==> config.mk <==
export PLATFORM = sky130hd
export DESIGN_NAME = fast_slow_rate_sampler
export DESIGN_NICKNAME = d
export VERILOG_FILES = /design/src/rtl/fast_slow_rate_sampler.sv
export SDC_FILE = /design/constraint.sdc
export NUM_CORES = 1
export LEC_CHECK = 0
export BUFFER_PORTS_ARGS = -buffer_cell sky130_fd_sc_hd__buf_2
export CORE_MARGIN = 2
export CORE_UTILIZATION = 25
export CTS_CLUSTER_DIAMETER = 30
export DETAILED_ROUTE_END_ITERATION = 16
export PLACE_DENSITY = 0.51
export SYNTH_ARGS = -nofsm -noshare
export SYNTH_HDL_FRONTEND = slang
export SYNTH_SLANG_ARGS = --single-unit
==> constraint.sdc <==
create_clock -name clk -period 2.85 [get_ports clk]
set_input_delay 0.4275 -clock clk [delete_from_list [all_inputs] [get_ports clk]]
set_output_delay 0.4275 -clock clk [all_outputs]
set_load 0.05 [all_outputs]
==> src/rtl/fast_slow_rate_sampler.sv <==
// Fast-to-slow rate sampler: one output strobe every 2**DIV_LOG2 clocks. The strobe carries the latest sample,
// or the window average when FS_RATE_AVG_EN is defined. Latency is one clock from the tick; there is no backpressure.
module fast_slow_rate_sampler #(
  parameter int WIDTH    = 12,
  parameter int DIV_LOG2 = 2,
  parameter int OVR_W    = 8
) (
  input  logic             clk,
  input  logic             rst_n,
  input  logic             sync_clr,
  input  logic             in_valid,
  input  logic [WIDTH-1:0] in,
  output logic [WIDTH-1:0] out,
  output logic             out_valid,
  output logic             out_fresh,
  output logic [OVR_W-1:0] ovr_cnt
);

  logic [DIV_LOG2-1:0] cnt;
  logic [WIDTH-1:0]    hold;
  logic [WIDTH-1:0]    eff;
  logic [WIDTH-1:0]    sel;
  logic                seen;
  logic                multi;
  logic                tick;
  logic                over;

  // A sample arriving on the tick cycle bypasses hold and is used directly.
  assign eff  = in_valid ? in : hold;
  assign tick = (&cnt) && !sync_clr;
  assign over = multi || (seen && in_valid);

`ifdef FS_RATE_AVG_EN
  localparam int ACC_W = WIDTH + DIV_LOG2;
  logic [ACC_W-1:0] acc;
  logic [ACC_W-1:0] acc_sum;

  assign acc_sum = acc + ACC_W'(eff);
  assign sel     = acc_sum[ACC_W-1:DIV_LOG2];

  always_ff @(posedge clk or negedge rst_n) begin
    if (!rst_n) begin
      acc <= '0;
    end else if (sync_clr || tick) begin
      acc <= '0;
    end else begin
      acc <= acc_sum;
    end
  end
`else
  assign sel = eff;
`endif

  always_ff @(posedge clk or negedge rst_n) begin
    if (!rst_n) begin
      cnt       <= '0;
      hold      <= '0;
      seen      <= 1'b0;
      multi     <= 1'b0;
      out       <= '0;
      out_valid <= 1'b0;
      out_fresh <= 1'b0;
      ovr_cnt   <= '0;
    end else begin
      cnt       <= sync_clr ? '0 : cnt + 1'b1;
      hold      <= eff;
      out_valid <= tick;
      if (sync_clr || tick) begin
        seen  <= 1'b0;
        multi <= 1'b0;
      end else if (in_valid) begin
        seen <= 1'b1;
        if (seen) multi <= 1'b1;
      end
      if (tick) begin
        out       <= sel;
        out_fresh <= seen || in_valid;
        if (over && !(&ovr_cnt)) ovr_cnt <= ovr_cnt + 1'b1;
      end
    end
  end

endmodule

==> results of run 1 <==
state kept, by name, summed over array words and instances (netlist names):
name and cells:
out_valid 1, out 12, hold 12, out_fresh 1, multi 1, seen 1, cnt 2, ovr_cnt 8
area by class of cell:
class / count / area share
Tap cell: 77 / 0.0495
Sequential cell: 38 / 0.488
Clock buffer: 5 / 0.0353
Clock inverter: 2 / 0.00514
Inverter: 2 / 0.00514
Timing Repair Buffer: 38 / 0.0989
Multi-Input combinational cell: 90 / 0.318
kinds of logic (layout without fill, tap and decap cells):
kind of cell / Yosys count / after routing / share of synthesized area
AND/OR/NAND/NOR: 61 / 61 / 0.191
flip-flops: 38 / 38 / 0.589
XOR/XNOR: 2 / 2 / 0.0109
AO/OA/AOI/OAI: 8 / 8 / 0.0481
buffers and inverters: 7 / 47 / 0.0271
multiplexers: 17 / 17 / 0.119
adder cells (fa/ha/maj): 2 / 2 / 0.0155
synth_stat cells:
cell      number
nor4_2         3
o21ai_0        2
nand2_1       43
a31oi_1        1
inv_4          1
xor2_1         1
mux2_2         2
buf_6          1
a21oi_4        1
nor2_1         2
dfrtp_1       38
and4_1         1
o2111a_1       1
buf_2          3
nand4_1        2
nand2b_1       2
xnor2_1        1
mux2_1        15
nand3b_1       1
and2b_2        1
a21oi_1        1
inv_1          1
buf_4          1
ha_1           2
a21o_1         1
o211ai_4       1
nor4_4         1
nor3_1         3
nand3_1        1
nand3_2        1
stage by stage:
stage	instances	total power, mW
2_1_floorplan	135	1.06
3_3_place_gp	245	1.18
3_5_place_dp	245	1.19
4_1_cts	252	1.54
5_1_grt	252	1.60
6_report	252	1.51
worst reg2reg max path, delay by kind of cell, from the launching register on:
family / cells / cell delay (ns)
multiplexers: 1 / 0.34
AND/OR/NAND/NOR: 1 / 0.22
AO/OA/AOI/OAI: 1 / 0.24
flip-flops: 1 / 0.43
adder cells (fa/ha/maj): 1 / 0.28
power breakdown:
part           internal (mW)  switching [mW]
sequential             0.634          0.0529
clock                  0.164           0.175
combinational          0.110           0.374
layer usage:
layer | vias to the layer above | global-route usage
li1 | 536 | -
met1 | 494 | 0.125
met2 | 17 | 0.149
met3 | 2 | 0.0246
met4 | 0 | 0.0476
met5 | - | 0
worst paths after layout:
check | start | depth (start not counted) | end | slack (ns)
setup / recovery | ovr_cnt[0] | 4 | ovr_cnt[1] | 1.22
hold / removal | rst_n | 1 | out[7] | 0.24
setup reg to reg | ovr_cnt[0] | 4 | ovr_cnt[1] | 1.22
hold reg to reg | cnt[0] | 1 | cnt[0] | 0.44
max in group asynchronous | rst_n | 1 | ovr_cnt[5] | 2.08
min in group clk | sync_clr | 2 | cnt[0] | 0.37
==> metrics.yaml, run 1 <==
timing:
  finalSetupViolCount: 0
  rsz0062_at_grt: "no"
  period_minus_slack_ns: 1.63
  worst_hold_slack_ns: 0.245
  hold_violations: 0
  max_slew_margin: 0.446
  fin_crit_sh: 0.571
  fin_worst_skew_ns: 0.00323
  fmax_mhz: 615
  report.final.slew_viol_count: 0
  finalSetupTns_ns: 0
  tightest_slew_ns: 0.831
  worst_slack_ns: 1.22
floorplan:
  start_util: 0.256
  ios: 38
  dieArea_um2: 7110
  rows: 29
  die_w_um: 84.4
  core-area_um2: 6310
  die_h_um: 84.4
yosys:
  synth.area.top_cells: "dfrtp_1 59%, mux2_1 10%, nand2_1 10%"
  syn_inst: 135
  synth.yosys.seq_area_share: 0.589
  yosys.area.top_type_share: 0.589
  yosysWarnings: 0
  ys_seq_elements: 38
  synth.cell_area_um2: 1610
  syn-num-nets: 153
  yosys.area.top_type: "dfrtp_1"
  syn_area_per_cell_um2: 12.0
  synthDistinctLibCells: 30
grt:
  grt_use_total: 0.0963
  grt_pass1_vias: 1028
  grt_overflow: 0
  grt_max_degree: 39
  grt_pass1_wl_mm: 5.35
  antenna_found_initial: 0
setup_path:
  critical_path_buf_inv_count: 0
  path_delay_family: "flip-flops"
  worstSetupStartpointType: "register"
  worstPathArrival_ns: 1.79
  crit_required_ns: 3.02
  crit_type: "reg -> reg"
  crit_chain: "ha_1 > nand4_1 > o211ai_4 > mux2_1"
  cp_slowest_cell: "dfrtp_1"
  worst-path-max-fanout: 5
  slowest_delay_ns: 0.43
  end_kind: "register"
cells_and_area:
  final_common_cell: "nand2_1"
  antenna-diode-count: 0
  design_area_um2: 1950
  finalNetCount: 193
  fillers: 674
  ff_latch_area_um2: 951
  area_growth_pct: 20.7
  fin_util: 0.309
  final_layout_size_suffix_gt1_frac: 0.320
  multi_input_area_um2: 619
  mostFrequentLayoutCells: "43 x nand2_1, 38 x dfrtp_1, 37 x buf_2, 15 x mux2_1, 5 x clkbuf_8"
clocking:
  holdBufCountCts: 0
  clock_latency_ns: 0.28
  cts_buffers: 5
  cts_max_path_buffers: 2
  clk_pin_slew_worst_paths_ns: 0.07
  cts-resized-gates: 0
  post_cts_buffers: 0
  h-tree-depth: 2
  cts_sinks: 38
  cts_tree: "yes"
  cts_root_buf: "clkbuf_8"
placement:
  preCtsSetupSlack_ns: 1.14
  placed_cell_area_um2: 1870
  dpl.hpwl_mm: 2.30
  gp_congestion: 0.800
  portBuffers: 37
routing:
  route.vias.total: 1049
  via_per_inst: 4.16
  top_layer: "met4"
  dr.pass1.iters: 3
  drtIter0Drc: 82
  met1_length_mm: 1.48
  wl_per_cell_um: 12.6
  wl_met3_um: 119
  finalWirelength_mm: 3.18
  met2_length_mm: 1.54
  ant_nets: 0
  post-route-drc-count: 0
power_and_ir_drop:
  p_leak_nw: 0.983
  p_per_area_nw_per_um2: 775
  ir_worst_vdd_v: 0.000275
flow_run:
  cap_violations: 0
worst_hold_path:
  hp-class: "in -> async"
run_status:
  status: "finished, final reports clean"
(Power assumes the default switching activity.)
==> inputs of run 2 (changes only) <==
--- a/config.mk
+++ b/config.mk
@@ -10,7 +10,7 @@
 export CORE_UTILIZATION = 25
 export CTS_CLUSTER_DIAMETER = 30
 export DETAILED_ROUTE_END_ITERATION = 16
-export PLACE_DENSITY = 0.51
+export PLACE_DENSITY = 0.53
 export SYNTH_ARGS = -nofsm -noshare
 export SYNTH_HDL_FRONTEND = slang
 export SYNTH_SLANG_ARGS = --single-unit
==> constraint.sdc (replaced) <==
create_clock -name clk -period 1.45 [get_ports clk]
set_input_delay 0.2175 -clock clk [delete_from_list [all_inputs] [get_ports clk]]
set_output_delay 0.2175 -clock clk [all_outputs]
set_load 0.05 [all_outputs]
==> run 2 against run 1 <==
  * Utilization is 2.6 points higher
  * Total power up 110%
  * Sequential power up 97%
  * Via count grew 8.9%
  * Wire length grew 4.1%
  * Combinational power is 110% higher
  * Highest routed layer unchanged
  * Non-clock buffer count is 12 higher
  * Flip-flop and latch count stayed put
  * Cell area grew 8.4%
  * Sequential share of layout area decreased by 3.3 points
==> metrics.yaml, run 2 (synthesis gave the netlist of run 1 again) <==
run_status:
  status: "finished, final reports clean"  # unchanged
cells_and_area:
  final_layout_size_suffix_gt1_frac: 0.431  # was 0.320
  fillers: 660  # was 674
  top_regs: "hold x12, out x12, ovr_cnt x8"  # unchanged
  final-instance-count-excl-fill: 265  # was 252
  multi_input_area_um2: 664  # was 619 µm²
  antenna-diode-count: 0  # unchanged
  finalNetCount: 205  # was 193
  area_growth_pct: 30.9  # was 20.7%
  final_common_cell: "nand2_1"  # unchanged
  design_area_um2: 2110  # was 1950 µm²
  fin_util: 0.335  # was 0.309
  ff_latch_area_um2: 961  # was 951 µm²
  mostFrequentLayoutCells: "43 x nand2_1, 37 x buf_2, 30 x dfrtp_1, 14 x mux2_1, 12 x buf_4"  # was 43 x nand2_1, 38 x dfrtp_1, 37 x buf_2, 15 x mux2_1, 5 x clkbuf_8
clocking:
  clock_latency_ns: 0.28  # about the same
  cts_sinks: 38  # unchanged
  cts_tree: "yes"  # unchanged
  h-tree-depth: 2  # unchanged
  cts_max_path_buffers: 2  # unchanged
  cts_root_buf: "clkbuf_8"  # unchanged
  clk_pin_slew_worst_paths_ns: 0.07  # about the same
  cts_buffers: 5  # unchanged
timing:
  rsz0062_at_grt: "yes"  # was no
  period_minus_slack_ns: 1.44  # was 1.63 ns
  hold_violations: 0  # unchanged
  finalSetupViolCount: 0  # unchanged
  tightest_slew_ns: 0.595  # was 0.831 ns
  fin_worst_skew_ns: 0.00305  # was 0.00323 ns
  worst_slack_ns: 0.00723  # was 1.22 ns
  finalSetupTns_ns: 0  # unchanged
  max_slew_margin: 0.603  # was 0.446
  report.final.slew_viol_count: 0  # unchanged
  fin_crit_sh: 0.995  # was 0.571
  fmax_mhz: 693  # was 615 MHz
  worst_hold_slack_ns: 0.155  # was 0.245 ns
setup_path:
  worst-path-max-fanout: 4  # was 5
  crit_required_ns: 1.62  # was 3.02 ns
  crit_type: "reg -> reg"  # unchanged
  end_kind: "register"  # unchanged
  worstSetupStartpointType: "register"  # unchanged
  worstPathArrival_ns: 1.61  # was 1.79 ns
routing:
  wl_per_cell_um: 12.5  # was 12.6 µm
  via_per_inst: 4.31  # was 4.16
  ant_nets: 0  # unchanged
  drtIter0Drc: 68  # was 82
  post-route-drc-count: 0  # unchanged
  dr.pass1.iters: 4  # was 3
  route.vias.total: 1142  # was 1049
  finalWirelength_mm: 3.31  # was 3.18 mm
grt:
  grt_use_total: 0.102  # was 0.0963
  met2_usage: 0.158  # was 0.149
  grtUsageMet1: 0.125  # about the same
  met3_usage: 0.0403  # was 0.0246
  grt_max_degree: 27  # was 39
  antenna_found_initial: 0  # unchanged
  grt_pass1_vias: 1186  # was 1028
  gr-max-usage-layer: "met2"  # unchanged
  grt_overflow: 0  # unchanged
  grt_pass1_wl_mm: 5.69  # was 5.35 mm
floorplan:
  core-area_um2: 6310  # unchanged
  ios: 38  # unchanged
  start_util: 0.256  # unchanged
  die_w_um: 84.4  # unchanged
  rows: 29  # unchanged
  dieArea_um2: 7110  # unchanged
  die_h_um: 84.4  # unchanged
placement:
  placed_cell_area_um2: 1960  # was 1870 µm²
  preCtsSetupSlack_ns: -0.0451  # was 1.14 ns
  portBuffers: 37  # unchanged
  dpl.hpwl_mm: 2.35  # was 2.30 mm
  gp_congestion: 0.832  # was 0.800
  dp.cells: 254  # was 245
flow_run:
  cap_violations: 0  # unchanged
power_and_ir_drop:
  ir_worst_vdd_v: 0.000439  # was 0.000275 V
  design_power_total_mw: 3.12  # was 1.51 mW
  p_leak_nw: 1.03  # was 0.983 nW
  p_per_area_nw_per_um2: 1480  # was 775 nW/µm²
worst_hold_path:
  hp-class: "in -> reg"  # was in -> async
## run 2: cell types whose count changed in the layout (fill, tap and decap cells not counted), sizes merged
cell         before  now
buf              38   49
clkbuf            5    6
clkinv            2    1
clkinvlp          0    1
dlygate4sd3       0    1
## run 2: final cells by class
class | instances | area share
sequential | 38 | 0.455
inverter | 2 | 0.00474
multi-input combinational | 90 | 0.315
timing repair buffer | 50 | 0.135
clock inverter | 2 | 0.00592
clock buffer | 6 | 0.0391
tap | 77 | 0.0456
## run 2: per-layer routing
layer / part of all wire / vias to the layer above
met5: 0 / -
met4: 0.020 / 0
met3: 0.048 / 4
met2: 0.48 / 23
met1: 0.45 / 559
li1: - / 556
## run 2: worst paths after layout
kind | startpoint | end | slack [ns] | depth (start not counted)
max in group asynchronous | rst_n | out[1] | 0.44 | 3
min reg2reg | out[9] | out[9] | 0.48 | 2
max reg2reg | cnt[0] | ovr_cnt[5] | 0.007 | 4
max | cnt[0] | ovr_cnt[5] | 0.007 | 4
min in group asynchronous | rst_n | out[9] | 0.46 | 2
min | sync_clr | multi | 0.16 | 2
## run 2: report_power, final
| group | switching, mW | internal (mW) | total [mW] |
|---|---|---|---|
| Clock | 0.370 | 0.382 | 0.752 |
| Sequential | 0.0977 | 1.25 | 1.35 |
| Combinational | 0.760 | 0.257 | 1.02 |
| Total | 1.23 | 1.89 | 3.12 |
## run 2: worst max-delay path: stages (launching register included)
cell	delay (ns)
dfrtp_1	0.39
ha_4	0.15
nand3b_1	0.21
nor4_2	0.22
mux2_1	0.34
## run 2: timing repair
action,4_1_cts,5_1_grt
setup buffers,2,0
endpoints found under the hold margin,24,0
pin swaps,3,1
resized for setup,3,3
endpoints found under the setup margin,6,6
hold buffers,1,0
gates cloned,0,0
==> inputs of run 3 (changes only) <==
--- a/config.mk
+++ b/config.mk
@@ -6,6 +6,7 @@
 export NUM_CORES = 1
 export LEC_CHECK = 0
 export BUFFER_PORTS_ARGS = -buffer_cell sky130_fd_sc_hd__buf_2
+export CORE_ASPECT_RATIO = 1.5
 export CORE_MARGIN = 2
 export CORE_UTILIZATION = 25
 export CTS_CLUSTER_DIAMETER = 30
==> run 3 against run 2 <==
  * Clock skew rose by 0.0051 ns
  * Cell count fell by 1.1%
  * Combinational power barely moved
  * Sequential power barely moved
  * Non-clock buffer count did not move
  * Critical path type unchanged
  * Largest power group unchanged
  * Highest routed layer unchanged
  * Die area rose by 0.19%
  * Total power fell by 0.15%
  * Cell area fell by 0.12%
==> metrics.yaml, run 3 (synthesis gave the netlist of run 1 again) <==
run_status:
  status: "finished, final reports clean"  # unchanged
grt:
  grtUsageMet1: 0.121  # was 0.125
  grt_max_degree: 39  # was 27
  grt_use_total: 0.105  # was 0.102
  met3_usage: 0.0345  # was 0.0403
  met2_usage: 0.178  # was 0.158
  antenna_found_initial: 0  # unchanged
  grt_pass1_wl_mm: 5.79  # was 5.69 mm
  gr-max-usage-layer: "met2"  # unchanged
  grt_overflow: 0  # unchanged
  grt_pass1_vias: 1250  # was 1186
cells_and_area:
  multi_input_area_um2: 657  # was 664 µm²
  top_regs: "hold x12, out x12, ovr_cnt x8"  # unchanged
  final_layout_size_suffix_gt1_frac: 0.420  # was 0.431
  design_area_um2: 2110  # about the same
  finalNetCount: 205  # unchanged
  fillers: 654  # was 660
  final-instance-count-excl-fill: 262  # was 265
  antenna-diode-count: 0  # unchanged
  area_growth_pct: 30.7  # was 30.9%
  final_common_cell: "nand2_1"  # unchanged
  ff_latch_area_um2: 961  # unchanged
  mostFrequentLayoutCells: "43 x nand2_1, 37 x buf_2, 30 x dfrtp_1, 15 x mux2_1, 11 x buf_4"  # was 43 x nand2_1, 37 x buf_2, 30 x dfrtp_1, 14 x mux2_1, 12 x buf_4
  fin_util: 0.342  # was 0.335
timing:
  hold_violations: 0  # unchanged
  rsz0062_at_grt: "yes"  # unchanged
  worst_slack_ns: 0.0125  # was 0.00723 ns
  finalSetupViolCount: 0  # unchanged
  fin_worst_skew_ns: 0.00811  # was 0.00305 ns
  worst_hold_slack_ns: 0.162  # was 0.155 ns
  max_slew_margin: 0.807  # was 0.603
  report.final.slew_viol_count: 0  # unchanged
  fmax_mhz: 696  # was 693 MHz
  period_minus_slack_ns: 1.44  # about the same
  fin_crit_sh: 0.991  # was 0.995
  tightest_slew_ns: 0.289  # was 0.595 ns
placement:
  dpl.hpwl_mm: 2.34  # was 2.35 mm
  dp.cells: 252  # was 254
  preCtsSetupSlack_ns: -0.0445  # was -0.0451 ns
  placed_cell_area_um2: 1980  # was 1960 µm²
  gp_congestion: 0.785  # was 0.832
  portBuffers: 37  # unchanged
clocking:
  clock_latency_ns: 0.29  # was 0.28 ns
  cts_root_buf: "clkbuf_8"  # unchanged
  cts_tree: "yes"  # unchanged
  h-tree-depth: 2  # unchanged
  clk_pin_slew_worst_paths_ns: 0.08  # was 0.07 ns
  cts_max_path_buffers: 2  # unchanged
  cts_sinks: 38  # unchanged
  cts_buffers: 5  # unchanged
routing:
  via_per_inst: 4.36  # was 4.31
  drtIter0Drc: 48  # was 68
  ant_nets: 0  # unchanged
  finalWirelength_mm: 3.34  # was 3.31 mm
  route.vias.total: 1142  # unchanged
  post-route-drc-count: 0  # unchanged
  wl_per_cell_um: 12.8  # was 12.5 µm
  dr.pass1.iters: 4  # unchanged
setup_path:
  rr_endpoint: "ovr_cnt[7]"  # was ovr_cnt[5]
  rrSetupSlack_ns: 0.01  # was 0.007 ns
  crit_required_ns: 1.62  # about the same
  end_kind: "register"  # unchanged
  timing.rr.start: "cnt[0]"  # unchanged
  worst-path-max-fanout: 4  # unchanged
  startpoint: "cnt[0]"  # unchanged
  worstPathArrival_ns: 1.61  # about the same
  worstSetupStartpointType: "register"  # unchanged
  crit_end: "ovr_cnt[7]"  # was ovr_cnt[5]
  reg2regPathDepth: 4  # unchanged
  crit_type: "reg -> reg"  # unchanged
floorplan:
  die_h_um: 102  # was 84.4 µm
  die_w_um: 69.6  # was 84.4 µm
  start_util: 0.261  # was 0.256
  rows: 35  # was 29
  ios: 38  # unchanged
  dieArea_um2: 7130  # was 7110 µm²
  core-area_um2: 6170  # was 6310 µm²
worst_hold_path:
  hp-class: "in -> reg"  # unchanged
power_and_ir_drop:
  ir_worst_vdd_v: 0.000529  # was 0.000439 V
  p_leak_nw: 1.04  # was 1.03 nW
  p_per_area_nw_per_um2: 1470  # was 1480 nW/µm²
flow_run:
  cap_violations: 0  # unchanged
-- run 3: cell count changes in the layout (fill, tap and decap cells not counted), sizes merged --
cell / change
clkbuf: +1
clkinvlp: -1
-- run 3: cell type report --
cell class | count | share of cell area
Timing Repair Buffer | 50 | 0.141
Clock buffer | 7 | 0.0409
Sequential cell | 38 | 0.456
Inverter | 2 | 0.00474
Multi-Input combinational cell | 90 | 0.311
Tap cell | 74 | 0.0439
Clock inverter | 1 | 0.00237
-- run 3: routing by layer --
| layer | vias up | wire, µm |
|---|---|---|
| li1 | 557 | - |
| met1 | 545 | 1490 |
| met2 | 35 | 1590 |
| met3 | 5 | 201 |
| met4 | 0 | 58 |
| met5 | - | 0 |
-- run 3: worst min path at each step --
stage / depth (start not counted) / endpoint / start / slack, ns
finish: 2 / cnt[0] / sync_clr / 0.16
global route: 2 / cnt[0] / sync_clr / 0.16
CTS: 2 / cnt[0] / sync_clr / 0.15
detailed placement: 2 / cnt[0] / rst_n / 0.20
global placement: 2 / out[4] / rst_n / 0.20
floorplan: 0 / cnt[0] / rst_n / -0.08
-- run 3: critical path: stages, from the launching register on --
cell,delay [ns]
dfrtp_1,0.40
ha_4,0.18
nand3b_1,0.20
nor4_2,0.21
mux2_1,0.34
-- run 3: what timing repair did --
action | 4_1_cts | 5_1_grt
resized for setup | 3 | 2
setup buffers | 0 | 1
endpoints found under the setup margin | 4 | 6
hold buffers | 1 | 0
endpoints found under the hold margin | 38 | 0
pin swaps | 1 | 2
-- run 3: report_power, final --
group	total, mW	internal [mW]	switching [mW]
registers	1.34	1.25	0.0917
clock network	0.744	0.384	0.361
logic	1.03	0.264	0.762
total	3.11	1.90	1.21
-- run 3: metrics by stage --
| stage | setup TNS [ns] | total power, mW |
|---|---|---|
| finish | 0 | 3.11 |
| detailed placement | -0.118 | 2.40 |
| global route | -0.159 | 3.32 |
| floorplan | -0.227 | 2.09 |
| global placement | -0.0321 | 2.39 |
| CTS | -0.00207 | 3.16 |
